[src/rtl/bram_debug_sequencer.sv]
// Loads the data and instruction BRAMs from a word stream, runs the core for RUN_CYCLES, then dumps the BRAMs.
// DUMP_INST_EN adds an instruction-RAM dump pass after the data-RAM dump; without it only the data RAM is dumped.
module bram_debug_sequencer #(
  parameter int unsigned WORDS      = 4096,
  parameter int unsigned RUN_CYCLES = 200000
) (
  input  logic        CPU_CLK,
  input  logic        CPU_RST,
  input  logic        start,
  input  logic        in_valid,
  output logic        in_ready,
  input  logic [31:0] in_data,
  input  logic        in_last,
  output logic        out_valid,
  input  logic        out_ready,
  output logic [31:0] out_data,
  output logic [31:0] out_addr,
  output logic        out_ram,
  output logic        out_last,
  output logic [31:0] dram_a2,
  output logic [31:0] dram_wd2,
  output logic [3:0]  dram_we2,
  input  logic [31:0] dram_rd2,
  output logic [31:0] iram_a2,
  output logic [31:0] iram_wd2,
  output logic [3:0]  iram_we2,
  input  logic [31:0] iram_rd2,
  output logic        core_rst,
  output logic        busy,
  output logic        done
);

  localparam int unsigned   IW        = (WORDS > 1) ? $clog2(WORDS) : 1;
  localparam logic [IW-1:0] LAST_IDX  = IW'(WORDS - 1);
  localparam logic [31:0]   RUN_LAST  = 32'(RUN_CYCLES - 1);
  localparam logic [31:0]   CRST_LAST = 32'd4;

  typedef enum logic [2:0] {
    S_IDLE, S_LOAD_D, S_LOAD_I, S_CRST, S_RUN, S_DUMP_D, S_DUMP_I, S_DONE
  } state_e;
  typedef enum logic [1:0] {SUB_ADDR, SUB_WAIT, SUB_PRES} sub_e;

  state_e        state_q, state_d;
  sub_e          sub_q, sub_d;
  logic [IW-1:0] idx_q, idx_d, idx_inc;
  logic [31:0]   cnt_q, cnt_d;
  logic          out_valid_q, out_valid_d, out_ram_q, out_ram_d, out_last_q, out_last_d;
  logic [31:0]   out_data_q, out_data_d, out_addr_q, out_addr_d;
  logic [31:0]   dram_a2_q, dram_a2_d, dram_wd2_q, dram_wd2_d;
  logic [31:0]   iram_a2_q, iram_a2_d, iram_wd2_q, iram_wd2_d;
  logic [3:0]    dram_we2_q, dram_we2_d, iram_we2_q, iram_we2_d;
  logic          core_rst_q, core_rst_d, busy_q, busy_d, done_q, done_d;
  logic [31:0]   rd_word;
  logic          final_ram;
  state_e        after_dump;

  function automatic logic [31:0] word_addr(input logic [IW-1:0] i);
    return 32'(i) << 2;
  endfunction

`ifdef DUMP_INST_EN
  assign rd_word    = (state_q == S_DUMP_I) ? iram_rd2 : dram_rd2;
  assign final_ram  = (state_q == S_DUMP_I);
  assign after_dump = (state_q == S_DUMP_D) ? S_DUMP_I : S_DONE;
`else
  logic [31:0] unused_iram_rd2;
  assign unused_iram_rd2 = iram_rd2;
  assign rd_word    = dram_rd2;
  assign final_ram  = 1'b1;
  assign after_dump = S_DONE;
`endif

  assign idx_inc  = idx_q + IW'(1);
  assign in_ready = (state_q == S_LOAD_D) || (state_q == S_LOAD_I);

  always_comb begin
    state_d     = state_q;
    sub_d       = sub_q;
    idx_d       = idx_q;
    cnt_d       = cnt_q;
    out_valid_d = out_valid_q;
    out_data_d  = out_data_q;
    out_addr_d  = out_addr_q;
    out_ram_d   = out_ram_q;
    out_last_d  = out_last_q;
    dram_a2_d   = dram_a2_q;
    dram_wd2_d  = dram_wd2_q;
    iram_a2_d   = iram_a2_q;
    iram_wd2_d  = iram_wd2_q;
    dram_we2_d  = 4'h0;
    iram_we2_d  = 4'h0;
    case (state_q)
      S_IDLE, S_DONE: begin
        if (start) begin
          state_d = S_LOAD_D;
          idx_d   = '0;
        end
      end
      S_LOAD_D, S_LOAD_I: begin
        if (in_valid) begin
          if (state_q == S_LOAD_D) begin
            dram_a2_d  = word_addr(idx_q);
            dram_wd2_d = in_data;
            dram_we2_d = 4'hF;
          end else begin
            iram_a2_d  = word_addr(idx_q);
            iram_wd2_d = in_data;
            iram_we2_d = 4'hF;
          end
          if (in_last || idx_q == LAST_IDX) begin
            state_d = (state_q == S_LOAD_D) ? S_LOAD_I : S_CRST;
            idx_d   = '0;
            cnt_d   = '0;
          end else begin
            idx_d = idx_inc;
          end
        end
      end
      S_CRST: begin
        if (cnt_q == CRST_LAST) begin
          state_d = S_RUN;
          cnt_d   = '0;
        end else begin
          cnt_d = cnt_q + 32'd1;
        end
      end
      S_RUN: begin
        if (cnt_q == RUN_LAST) begin
          state_d   = S_DUMP_D;
          sub_d     = SUB_ADDR;
          idx_d     = '0;
          dram_a2_d = '0;
        end else begin
          cnt_d = cnt_q + 32'd1;
        end
      end
      S_DUMP_D, S_DUMP_I: begin
        // a2 is already on the port during ADDR, so rd2 is valid during WAIT
        case (sub_q)
          SUB_ADDR: sub_d = SUB_WAIT;
          SUB_WAIT: begin
            sub_d       = SUB_PRES;
            out_valid_d = 1'b1;
            out_data_d  = rd_word;
            out_addr_d  = word_addr(idx_q);
            out_ram_d   = (state_q == S_DUMP_I);
            out_last_d  = final_ram && (idx_q == LAST_IDX);
          end
          default: begin
            if (out_ready) begin
              out_valid_d = 1'b0;
              out_last_d  = 1'b0;
              sub_d       = SUB_ADDR;
              if (idx_q == LAST_IDX) begin
                state_d = after_dump;
                idx_d   = '0;
                if (after_dump == S_DUMP_I) iram_a2_d = '0;
              end else begin
                idx_d = idx_inc;
                if (state_q == S_DUMP_I) iram_a2_d = word_addr(idx_inc);
                else dram_a2_d = word_addr(idx_inc);
              end
            end
          end
        endcase
      end
      default: state_d = S_IDLE;
    endcase
    core_rst_d = (state_d != S_RUN);
    busy_d     = (state_d != S_IDLE) && (state_d != S_DONE);
    done_d     = (state_d == S_DONE);
  end

  always_ff @(posedge CPU_CLK) begin
    if (CPU_RST) begin
      state_q     <= S_IDLE;
      sub_q       <= SUB_ADDR;
      idx_q       <= '0;
      cnt_q       <= '0;
      out_valid_q <= 1'b0;
      out_data_q  <= '0;
      out_addr_q  <= '0;
      out_ram_q   <= 1'b0;
      out_last_q  <= 1'b0;
      dram_a2_q   <= '0;
      dram_wd2_q  <= '0;
      dram_we2_q  <= '0;
      iram_a2_q   <= '0;
      iram_wd2_q  <= '0;
      iram_we2_q  <= '0;
      core_rst_q  <= 1'b1;
      busy_q      <= 1'b0;
      done_q      <= 1'b0;
    end else begin
      state_q     <= state_d;
      sub_q       <= sub_d;
      idx_q       <= idx_d;
      cnt_q       <= cnt_d;
      out_valid_q <= out_valid_d;
      out_data_q  <= out_data_d;
      out_addr_q  <= out_addr_d;
      out_ram_q   <= out_ram_d;
      out_last_q  <= out_last_d;
      dram_a2_q   <= dram_a2_d;
      dram_wd2_q  <= dram_wd2_d;
      dram_we2_q  <= dram_we2_d;
      iram_a2_q   <= iram_a2_d;
      iram_wd2_q  <= iram_wd2_d;
      iram_we2_q  <= iram_we2_d;
      core_rst_q  <= core_rst_d;
      busy_q      <= busy_d;
      done_q      <= done_d;
    end
  end

  assign out_valid = out_valid_q;
  assign out_data  = out_data_q;
  assign out_addr  = out_addr_q;
  assign out_ram   = out_ram_q;
  assign out_last  = out_last_q;
  assign dram_a2   = dram_a2_q;
  assign dram_wd2  = dram_wd2_q;
  assign dram_we2  = dram_we2_q;
  assign iram_a2   = iram_a2_q;
  assign iram_wd2  = iram_wd2_q;
  assign iram_we2  = iram_we2_q;
  assign core_rst  = core_rst_q;
  assign busy      = busy_q;
  assign done      = done_q;

endmodule

[config.mk]
export PLATFORM = sky130hd
export DESIGN_NAME = bram_debug_sequencer
export DESIGN_NICKNAME = d
export VERILOG_FILES = /design/src/rtl/bram_debug_sequencer.sv
export SDC_FILE = /design/constraint.sdc
export NUM_CORES = 1
export LEC_CHECK = 0
export CAP_MARGIN = 5
export CORE_ASPECT_RATIO = 1.25
export CORE_UTILIZATION = 41
export CTS_BUF_LIST = sky130_fd_sc_hd__clkbuf_16
export CTS_CLUSTER_SIZE = 8
export DETAILED_ROUTE_END_ITERATION = 10
export PLACE_DENSITY = 0.89
export SLEW_MARGIN = 20
export SYNTH_ARGS = -nofsm -noshare
export SYNTH_HDL_FRONTEND = slang
export SYNTH_SLANG_ARGS = --single-unit
[constraint.sdc]
create_clock -name CPU_CLK -period 2.25 [get_ports CPU_CLK]
set_input_delay 0.225 -clock CPU_CLK [delete_from_list [all_inputs] [get_ports CPU_CLK]]
set_output_delay 0.225 -clock CPU_CLK [all_outputs]
set_load 0.01 [all_outputs]
Word level (Yosys, flattened, before mapping)
Cells that the tools add are included.

Register bits: 235. Bits of input ports: 102. Output and inout bits: 207. Logic and storage cells: 124.

$add $sub $neg: 2. Equality and inequality tests: 27. Multiplexer cells: 47. Bitwise gates (word level): 4. Reduce and logical (&&, ||, !) cells: 26.

Operators with widths (number): $mux W32 (17); $pmux W32 S3 (2); $mux W12 (7); $pmux W32 S2 (1); $pmux W12 S4 (1); $add A32 B1 Y32 const B (1); $eq A32 B18 Y1 const B (1); $eq A32 B3 Y1 const B (1); $mux W3 (8); $ne A2 B2 Y1 const B (12); $eq A3 B3 Y1 const B (5); $pmux W3 S5 (1); $add A12 B1 Y12 const B (1); $eq A12 B12 Y1 const B (1); $reduce_and A3 Y1 (4); $reduce_bool A3 Y1 (3); $mux W4 (2); $pmux W2 S2 (2); $reduce_and A8 Y1 (1); $reduce_or A2 Y1 (4); $reduce_and A7 Y1 (1); $eq A3 B2 Y1 const B (2); $ne A3 B3 Y1 const B (2); $reduce_and A6 Y1 (1); other kinds (16) (25).

Logic depth before layout (Yosys ltp)
Gate-level depths: netlist of run 1.

Depth in word-level cells: 7. Gate-level depth with buffers: 10. Mapped depth without buffers: 7.

Least setup slack after synthesis of run 1
Ideal clock, no wire load.

Path type: reg-to-reg. Start: register idx_q[1]. End: register cnt_q[24]. Library setup time: 0.070 ns. Data arrival time: 2.252 ns. Data required time: 2.180 ns. Path slack: -0.071 ns. Stages on the path, launching flop included: 9. Buffers on the path: 1. Clock period less this slack: 2.321 ns. Cell sequence: dfxtp_1 ha_1 nand3_2 nor3_4 or3_1 buf_2 nand3_1 or4_1 a21oi_1.

Cells in the longest elaborated chain, start to end: 4.

RTL lines: from (decl) (line 45) `logic [IW-1:0] idx_q, idx_d, idx_inc;`; from (signal assigned) (line 197) `idx_q <= idx_d;`; $eq A12 B12 Y1 (line 110) `if (in_last || idx_q == LAST_IDX) begin`; $logic_or A1 B1 Y1 (line 110); $ne A2 B2 Y1 (no line); $reduce_and A4 Y1 (no line); to (signal assigned) (line 198) `cnt_q <= cnt_d;`; to (decl) (line 46) `logic [31:0] cnt_q, cnt_d;`.

No other way between the ends. A chain may end at the register's enable or synchronous reset.

Worst setup path in the final report of run 1
Start: register cnt_q[10]. End: register dram_a2_q[13], in the netlist dram_a2[13].

Cells in the longest elaborated chain, start to end: 3.

RTL lines: $eq A32 B18 Y1 (line 128) `if (cnt_q == RUN_LAST) begin`; $ne A2 B2 Y1 (no line); $reduce_and A8 Y1 (no line); to (signal assigned) (line 204) `dram_a2_q <= dram_a2_d;`; to (decl) (line 49) `logic [31:0] dram_a2_q, dram_a2_d, dram_wd2_q, dram_wd2_d;`.

No other way between the ends.

==> results of run 1 <==
layout by cell type, fill, tap and decap left out, types with 9 or more instances in the layout:
cell type	count
sky130_fd_sc_hd__clkdlybuf4s50_1	215
sky130_fd_sc_hd__inv_1	13
sky130_fd_sc_hd__xnor2_1	19
sky130_fd_sc_hd__o21ai_0	32
sky130_fd_sc_hd__buf_4	67
sky130_fd_sc_hd__a21oi_1	138
sky130_fd_sc_hd__nor4_1	11
sky130_fd_sc_hd__nor3_1	24
sky130_fd_sc_hd__nand2_1	271
sky130_fd_sc_hd__nand3_1	26
sky130_fd_sc_hd__a211oi_2	9
sky130_fd_sc_hd__nor2_1	78
sky130_fd_sc_hd__nand4_1	17
sky130_fd_sc_hd__clkbuf_16	17
sky130_fd_sc_hd__dfxtp_1	184
sky130_fd_sc_hd__conb_1	60
sky130_fd_sc_hd__a211oi_1	11
report_power, final:
part	switching (W)	internal, W	total [W]
clock network	0.00149	0.00162	0.00310
registers	0.0000448	0.00341	0.00346
logic	0.000413	0.000399	0.000812
total	0.00194	0.00543	0.00737
final timing paths:
check	slack [ns]	endpoint	depth (start not counted)
min	0.18	idx_q[0]	4
max	0.05	dram_a2[13]	7
max reg2reg	0.05	dram_a2[13]	7
min reg2reg	0.45	iram_wd2[12]	2
what timing repair did:
item                                    CTS  global route
setup buffers                             0             8
endpoints found under the setup margin   10            29
pin swaps                                 2             6
gates cloned                              1             0
gates resized for setup                   4            26
routing by layer:
| layer | vias to the layer above | global-route usage (%) | routed length [um] |
|---|---|---|---|
| met2 | 395 | 42.0 | 13300 |
| li1 | 4051 | - | - |
| met1 | 3949 | 24.2 | 9240 |
| met3 | 61 | 5.01 | 1780 |
| met4 | 0 | 8.25 | 651 |
| met5 | - | 0 | 0 |
state kept, by name, indices dropped and copies added (netlist names):
| name | cells |
|---|---|
| done | 1 |
| dram_a2 | 12 |
| iram_wd2 | 32 |
| out_last | 1 |
| iram_we2 | 1 |
| out_ram | 1 |
| dram_wd2 | 32 |
| state_q | 3 |
| dram_we2 | 1 |
| sub_q | 2 |
| idx_q | 12 |
| cnt_q | 32 |
| out_data | 32 |
| out_valid | 1 |
| out_addr | 12 |
| core_rst | 1 |
| iram_a2 | 12 |
| busy | 1 |
through the flow:
stage          utilization [%]  setup WS, ns
6_report                  58.5        0.0543
5_1_grt                   58.5       -0.0239
4_1_cts                   57.7       0.00936
3_5_place_dp              54.4       -0.0907
3_3_place_gp              54.4       -0.0343
2_1_floorplan                -        0.0172
cells by family after synthesis:
logic type,share of synthesized area (%)
compound gates,17.1
xor+xnor,2.36
fa+ha+maj,0.704
buf+inv,10.2
flops,44.4
mux,0.382
other cells,0.0440
simple gates,24.8
critical path, cell delays in order, from the launching register on:
cell                       delay [ns]
sky130_fd_sc_hd__dfxtp_1         0.42
sky130_fd_sc_hd__nand2_1         0.11
sky130_fd_sc_hd__or4_4           0.54
sky130_fd_sc_hd__o311ai_4        0.29
sky130_fd_sc_hd__and3_4          0.28
sky130_fd_sc_hd__buf_12          0.14
sky130_fd_sc_hd__mux2i_2         0.21
sky130_fd_sc_hd__nor2_1          0.06
cell type report:
class / count / share of cell area, %
timing repair buffer: 292 / 24.1
inverter: 14 / 0.444
tap: 270 / 2.85
clock buffer: 17 / 3.59
multi-input combinational: 813 / 35.4
clock inverter: 15 / 1.61
sequential: 189 / 32.0
==> run metrics, run 1 <==
run status complete, no violations; area delta synth->final 38.9%; buffer cell driving the clock tree root sky130_fd_sc_hd__clkbuf_16; Worst Path Max Fanout 12; DRC marker count from the first detailed-route iteration 551; accumulated negative setup slack 0 ns; Num Clock Sinks 189; critical path startpoint category register; Layout Skew 0.0187 ns; placed cells 1569; ranking of synthesized cells by area sky130_fd_sc_hd__dfxtp_1 44%, sky130_fd_sc_hd__nand2_1 12%, sky130_fd_sc_hd__a21oi_1 8.1%; pins over their slew limit 0; proportion of synthesized chip area in sequential cells 44.4%; Post-route DRC 0; Fmax 455 MHz; vias post-DR 8456; post-placement cell area 0.0110 mm2; crit path launch cnt_q[10]; total of max-cap violations 0; IR drop worst, VDD 0.556 mV; number of synthesized register bits 189; Worst setup EP type register; final non-filler cell total 1610; quantity of I/O buffers inserted on ports 216; number of enable flip-flop cells after synthesis 0; kind of critical path register to register; total power density per cell area 622 mW/mm2; total setup violations reported at the end of the flow 0; startpoint of the worst register-to-register path cnt_q[10]; unrepaired setup endpoints after global routing true; Worst-Skew Late Latency 0.43 ns; Final Total Pwr 0.00737 W; top cells by count, synth 272 x sky130_fd_sc_hd__nand2_1, 189 x sky130_fd_sc_hd__dfxtp_1, 138 x sky130_fd_sc_hd__a21oi_1; vertical die dimension 163 um; total congestion overflow after global routing 0; arrival time at the worst endpoint 2.49 ns; Clk pin slew, worst setup/hold paths 0.08 ns; antenna cell count 0; final RePlAce weighted congestion 0.920; maximum root-to-sink buffer count 2; multi-input logic area 0.00420 mm2; Req. time, crit path 2.55 ns; number of antenna violations at the first check in global routing 0; worst max-slew margin expressed relative to the limit 55.3%; post-DR wirelength/cell 15.5 um; hold bufs inserted after CTS 0; standard-cell row count 58; pin count of the biggest net entering global routing 61; leakage power total 4.10 nW; clock tree from TritonCTS done; initial standard-cell utilization of the core 42.1%; Routed Wire Length 25000 um; post-synth design cell area 0.00853 mm2; fraction of synthesis flops using an asynchronous set or reset pin 0%; distinct cell type count after synthesis 61; wire length of the first global-routing pass 38100 um; width of the die 131 um; number of buffers created by CTS 17; remaining antenna violation count after routing 0; HPWL after DPL 17800 um; placeable core region 0.0202 mm2; number of filler instances in the final layout 1688; final hold violation count 0; Sequential cell area 0.00379 mm2; count leader, synth sky130_fd_sc_hd__nand2_1; hold path startpoint CPU_RST; Yosys top cell by area sky130_fd_sc_hd__dfxtp_1; Most used DFF post-synth sky130_fd_sc_hd__dfxtp_1; detailed-route vias per instance 5.25; total iterations of the first detailed-routing run 5; shortest period the worst path allows 2.20 ns; number of levels in the clock H-tree 4; Boundary Pins 309; total non-filler cell area in the finished layout 0.0118 mm2; portion of the clock cycle consumed by the worst path in the final layout 97.6%; share of final-layout standard cells stronger than drive strength 1 11.3%; average instance area after synthesis 7.77 um2; Hold/Removal Path Class input port to register; Yosys Warn Count 0; Worst Max-Slew Pin Slew 0.670 ns; hold slack 0.179 ns; final-stage net count 1433; full die area 0.0214 mm2; global-route usage over all layers 22.5%; area fraction of the dominant cell type after synthesis 44.4%; number of global-route vias before repair 7828; count of mapped cells out of synthesis 1097
Note: power is estimated with default switching activity, not from simulation.
==> run 2, diff against run 1 <==
--- a/config.mk
+++ b/config.mk
@@ -11,6 +11,7 @@
 export CTS_BUF_LIST = sky130_fd_sc_hd__clkbuf_16
 export CTS_CLUSTER_SIZE = 8
 export DETAILED_ROUTE_END_ITERATION = 10
+export GPL_TIMING_DRIVEN = 1
 export PLACE_DENSITY = 0.89
 export SLEW_MARGIN = 20
 export SYNTH_ARGS = -nofsm -noshare
==> results of run 2 <==
Final layout, timing and power as in run 1 (identical DEF).
